$ cat src/rtl/ir_fetch_pkg.sv
// Shared types and constants for the IR fetch sequencer.
// IR function selects and half selects match the IR datapath encoding.
package ir_fetch_pkg;

  typedef enum logic [2:0] {
    IDLE,
    REQ_A,
    REQ_B,
    HOLD,
    CLEAR,
    ERR
  } state_e;

  localparam logic [1:0] FS_HOLD  = 2'b00;
  localparam logic [1:0] FS_LOAD  = 2'b10;
  localparam logic [1:0] FS_CLEAR = 2'b11;

  localparam logic SEL_HI = 1'b1;
  localparam logic SEL_LO = 1'b0;

endpackage

$ cat src/rtl/fetch_tmo_cnt.sv
// Saturating memory-wait counter for the IR fetch sequencer.
// expired flags the cycle whose miss brings the count to its maximum.
module fetch_tmo_cnt #(
  parameter int TMO_W = 4
) (
  input  logic clk,
  input  logic rst_n,
  input  logic clr,
  input  logic inc,
  output logic expired
);

  localparam logic [TMO_W-1:0] MAX = '1;
  localparam logic [TMO_W-1:0] ONE = TMO_W'(1);

  logic [TMO_W-1:0] cnt;

  always_ff @(posedge clk or negedge rst_n) begin
    if (!rst_n) begin
      cnt <= '0;
    end else if (clr) begin
      cnt <= '0;
    end else if (inc && cnt != MAX) begin
      cnt <= cnt + ONE;
    end
  end

  assign expired = (cnt == MAX - ONE);

endmodule

$ cat src/rtl/ir_fetch_seq.sv
// Fetch sequencer: two byte reads into the 16-bit IR, then a
// valid/ready hand-off to decode. flush aborts and clears the IR.
module ir_fetch_seq
  import ir_fetch_pkg::*;
#(
  parameter bit HI_FIRST = 1'b1,
  parameter int TMO_W    = 4
) (
  input  logic       clk,
  input  logic       rst_n,
  input  logic       run,
  input  logic       flush,
  output logic       mem_re,
  input  logic       mem_ack,
  output logic       pc_inc,
  output logic       ir_e,
  output logic [1:0] ir_funsel,
  output logic       ir_l_h,
  output logic       ins_valid,
  input  logic       ins_ready,
  output logic       fetch_err
);

  localparam logic SEL_A = HI_FIRST ? SEL_HI : SEL_LO;
  localparam logic SEL_B = HI_FIRST ? SEL_LO : SEL_HI;

  state_e state_q, state_d;
  logic   err_q;
  logic   err_set;
  logic   cnt_clr;
  logic   cnt_inc;
  logic   expired;

  fetch_tmo_cnt #(.TMO_W(TMO_W)) u_tmo (
    .clk     (clk),
    .rst_n   (rst_n),
    .clr     (cnt_clr),
    .inc     (cnt_inc),
    .expired (expired)
  );

  always_ff @(posedge clk or negedge rst_n) begin
    if (!rst_n) begin
      state_q <= IDLE;
      err_q   <= 1'b0;
    end else begin
      state_q <= state_d;
      if (err_set) begin
        err_q <= 1'b1;
      end else if (state_q == CLEAR) begin
        err_q <= 1'b0;
      end
    end
  end

  always_comb begin
    state_d   = state_q;
    mem_re    = 1'b0;
    pc_inc    = 1'b0;
    ir_e      = 1'b0;
    ir_funsel = FS_HOLD;
    ir_l_h    = 1'b0;
    ins_valid = 1'b0;
    cnt_clr   = 1'b1;
    cnt_inc   = 1'b0;
    err_set   = 1'b0;

    unique case (state_q)
      IDLE: begin
        if (run) state_d = REQ_A;
      end
      REQ_A, REQ_B: begin
        mem_re = 1'b1;
        ir_l_h = (state_q == REQ_A) ? SEL_A : SEL_B;
        if (mem_ack) begin
          ir_e      = 1'b1;
          ir_funsel = FS_LOAD;
          pc_inc    = 1'b1;
          state_d   = (state_q == REQ_A) ? REQ_B : HOLD;
        end else begin
          cnt_clr = 1'b0;
          cnt_inc = 1'b1;
          if (expired) begin
            err_set = 1'b1;
            state_d = ERR;
          end
        end
      end
      HOLD: begin
        ins_valid = 1'b1;
        if (ins_ready) state_d = run ? REQ_A : IDLE;
      end
      CLEAR: begin
        ir_e      = 1'b1;
        ir_funsel = FS_CLEAR;
        state_d   = IDLE;
      end
      ERR: begin
      end
      default: state_d = IDLE;
    endcase

    // A held flush re-enters CLEAR, so CLEAR keeps its own strobe.
    if (flush) begin
      state_d = CLEAR;
      cnt_clr = 1'b1;
      cnt_inc = 1'b0;
      err_set = 1'b0;
      if (state_q != CLEAR) begin
        mem_re    = 1'b0;
        pc_inc    = 1'b0;
        ir_e      = 1'b0;
        ir_funsel = FS_HOLD;
        ins_valid = 1'b0;
      end
    end
  end

  assign fetch_err = err_q;

endmodule

$ cat config.mk
export PLATFORM = sky130hd
export DESIGN_NAME = ir_fetch_seq
export DESIGN_NICKNAME = d
export VERILOG_FILES = /design/src/rtl/ir_fetch_pkg.sv /design/src/rtl/fetch_tmo_cnt.sv /design/src/rtl/ir_fetch_seq.sv
export SDC_FILE = /design/constraint.sdc
export NUM_CORES = 1
export LEC_CHECK = 0
export ABC_CLOCK_PERIOD_IN_PS = 4000
export CAP_MARGIN = 10
export CORE_AREA = 2 2 39 41
export CTS_CLUSTER_SIZE = 8
export DETAILED_ROUTE_END_ITERATION = 6
export DIE_AREA = 0 0 41 43
export HOLD_SLACK_MARGIN = 0.12
export PLACE_DENSITY = 0.78
export SETUP_SLACK_MARGIN = 0.05
export SLEW_MARGIN = 20
export SYNTH_ARGS = -nofsm -noshare
export SYNTH_HDL_FRONTEND = slang
export SYNTH_SLANG_ARGS = --single-unit
$ cat constraint.sdc
create_clock -name clk -period 4 [get_ports clk]
set_input_delay 0.8 -clock clk [delete_from_list [all_inputs] [get_ports clk]]
set_output_delay 0.8 -clock clk [all_outputs]
set_load 0.05 [all_outputs]
==> summary.md <==
| Metric | Value |
|---|---|
| Run status | complete, no violations |
| Syn Inst Count | 56 |
| Initial antenna violation count | 0 |
| DR iter-0 viols | 8 |
| I/O pins | 14 |
| Post-Place Cells | 80 |
| Fin crit share | 86.90% |
| Cell Area, Synth | 518.0 sq um |
| Maxcap violations | 0 |
| Critical path class | primary input to primary output |
| Non-Filler Instances | 83 |
| Ys flop type | dfrtp_1 |
| FF+latch count, synth | 8 |
| Post-synth EDFFs | 0 |
| Drt first pass iters | 4 |
| FMAX | 287.7 MHz |
| Post-DRT Antenna Nets | 0 |
| Most frequent cell after synthesis | dfrtp_1 |
| Crit path max fanout | 7 |
| Vias in the first global route | 374 |
| Remaining Overflow, GRT | 0 |
| Tot GR Track Use | 13.45% |
| Top cell type's share of synthesized area | 38.65% |
| Worst-path clk slew | 50 ps |
| TritonCTS buffer count | 3 |
| Power Internal | 0.1419 mW |
| Die area | 1763 sq um |
| Die Wd | 41 um |
| Crit end category | primary output |
| Synth unique cells | 29 |
| Clk pwr share | 29.0% |
| Fin nets | 77 |
| Design Area, Final | 656.9 sq um |
| Area Growth Syn to Fin | 26.81% |
| Final WL | 1.022 mm |
| Power Density | 321.1 nW/um^2 |
| HPWL Detailed | 748.9 um |
| Number of diodes | 0 |
| Crit path arrival time | 2680 ps |
| Total power | 0.2109 mW |
| Setup tns final | 0 ps |
| Sequential-to-total area share from yosys stat | 38.65% |
| PostCTS Resize Cnt | 0 |
| Largest net degree at the start of global routing | 11 |
| Clock root cell | clkbuf_4 |
| Worst clock skew | 3.661 ps |
| First-pass GRT wire length | 1.593 mm |
| Postcts setup bufs | 0 |
| Net Sw Frac | 32.72% |
| WL per Instance | 12.31 um |
| Mean area per synthesized cell | 9.250 sq um |
| Worst hold path type | flip-flop to flip-flop |
| Via count | 452 |
| Unrepaired setup endpoints after global routing | false |
| Net Switching | 0.06902 mW |
| Slew HR | 66.53% |
| Combinational Power Share | 28.1% |
| Worst EP required | 3200 ps |
| Hold_buf cts | 0 |
| Clk Latency, worst-skew pair | 250 ps |
| CTS Sinks | 8 |
| Die height | 43 um |
| Post-layout min period | 3476 ps |
| Synthesis Warnings | 0 |
| Ys async rst share | 100.0% |
| Worst VDD drop | 0.1495 mV |
| Syn nets | 64 |
| Placed cell area | 634.4 sq um |
| Final Hold Viols | 0 |
| Vias per cell | 5.446 |
| Register share of total power | 42.9% |
| CORE AREA | 1384 sq um |
| Crit start category | primary input |
| Max Slew Vio Count | 0 |
| Pin slew with the least headroom to its limit | 500.5 ps |
| Dpl ws | 509.1 ps |
| Share of layout cells above drive strength 1 | 10.45% |
| DRC | 0 |
| Cell leakage power | 0.2710 nW |
| Initial Utilization | 37.43% |
| Clock tree buffer depth | 2 |
| # rows | 14 |
| RePlAce Congestion | 0.7289 |
| IO Port Bufs | 13 |
| Final worst slack | 524.2 ps |
| CTS tree | done |
| Setup violators final | 0 |
| H-tree levels | 1 |
| Leading post-synthesis cells by cell area | dfrtp_1 39%, ha_1 4.8%, nor3_1 4.8% |
| Post-synth top cells | 8 x dfrtp_1, 5 x nor2_1, 5 x nor3_1 |
| Area leader, netlist | dfrtp_1 |
-- cell type report --
type,instances,area (sq um)
fill,137,726.9
multi-input combinational,40,272.8
sequential,8,200.2
timing repair buffer,13,130.1
clock buffer,3,22.52
tap,16,20.02
inverter,3,11.26
-- flip-flops by register name, indices dropped and copies added, names as in the netlist --
name,flops
fetch_err,1
state_q,3
u_tmo.cnt,4
-- placed cells by master, fill, tap and decap left out --
cell type	Yosys	routed
xnor2_2	1	1
nor3_2	0	1
clkdlybuf4s50_1	0	13
xnor2_1	1	1
nor4_1	2	2
nor3b_1	3	3
nand2_1	2	2
nor4bb_1	1	1
a21oi_1	1	1
or2_2	1	1
dfrtp_1	8	8
or4_1	1	1
and2_1	1	1
a21o_1	1	1
a211o_1	1	1
clkbuf_4	0	3
nor2_1	5	5
o21ai_0	1	1
or3_1	1	1
o22ai_1	2	2
a31oi_1	1	1
nor3_1	5	4
nand3_1	3	3
o2bb2ai_1	2	2
and3b_2	1	1
inv_1	3	3
a211oi_1	1	1
ha_1	2	2
-- critical path: stages --
cell             delay (ps)
clkdlybuf4s50_1         510
nor3_2                  260
and2_1                  190
or2_2                   120
clkdlybuf4s50_1         790
-- per-layer routing --
metal	up-vias	wire length [um]	GRT usage [%]
met5	-	0	0
met4	0	0	4.000
met3	0	54	6.283
met2	12	462	20.00
met1	213	505	16.78
li1	227	-	-
-- through the flow --
step | hold slack, ps | utilization, %
after global routing | 581.1 | 47.47
final | 546.1 | 47.47
after global placement | 526.9 | 45.84
after detailed placement | 539.1 | 45.84
after floorplan | 504.4 | -
after CTS | 555.8 | 47.47
-- path summary, 6_finish.rpt --
| kind | endpoint | cells past startpoint | start | slack [ps] |
|---|---|---|---|---|
| hold / removal | fetch_err$_DFFE_PN0P_ | 2 | fetch_err$_DFFE_PN0P_ | 550 |
| max in group asynchronous | state_q[0]$_DFFE_PN0P_ | 1 | rst_n | 2900 |
| hold reg to reg | fetch_err$_DFFE_PN0P_ | 2 | fetch_err$_DFFE_PN0P_ | 550 |
| setup / recovery | ir_funsel[1] | 5 | flush | 520 |
| setup reg to reg | state_q[0]$_DFFE_PN0P_ | 4 | state_q[1]$_DFFE_PN0P_ | 2290 |
| min in group asynchronous | fetch_err$_DFFE_PN0P_ | 1 | rst_n | 830 |
-- cell families after synthesis --
kind of cell | after synthesis | share of synthesized area [%]
compound gates | 10 | 13.53
xor+xnor | 2 | 4.832
fa+ha+maj | 2 | 4.830
buf+inv | 8 | 9.660
flops | 8 | 38.65
simple gates | 26 | 28.50
-- power by group through the flow --
stage / clock network, mW / registers [mW] / logic (mW)
after floorplan: 0 / 0.0860 / 0.0489
after global placement: 0 / 0.0917 / 0.0593
after detailed placement: 0 / 0.0917 / 0.0598
after CTS: 0.0662 / 0.0902 / 0.0599
after global routing: 0.0712 / 0.0912 / 0.0638
final: 0.0611 / 0.0905 / 0.0593
Power figures use the tool's default switching activity.
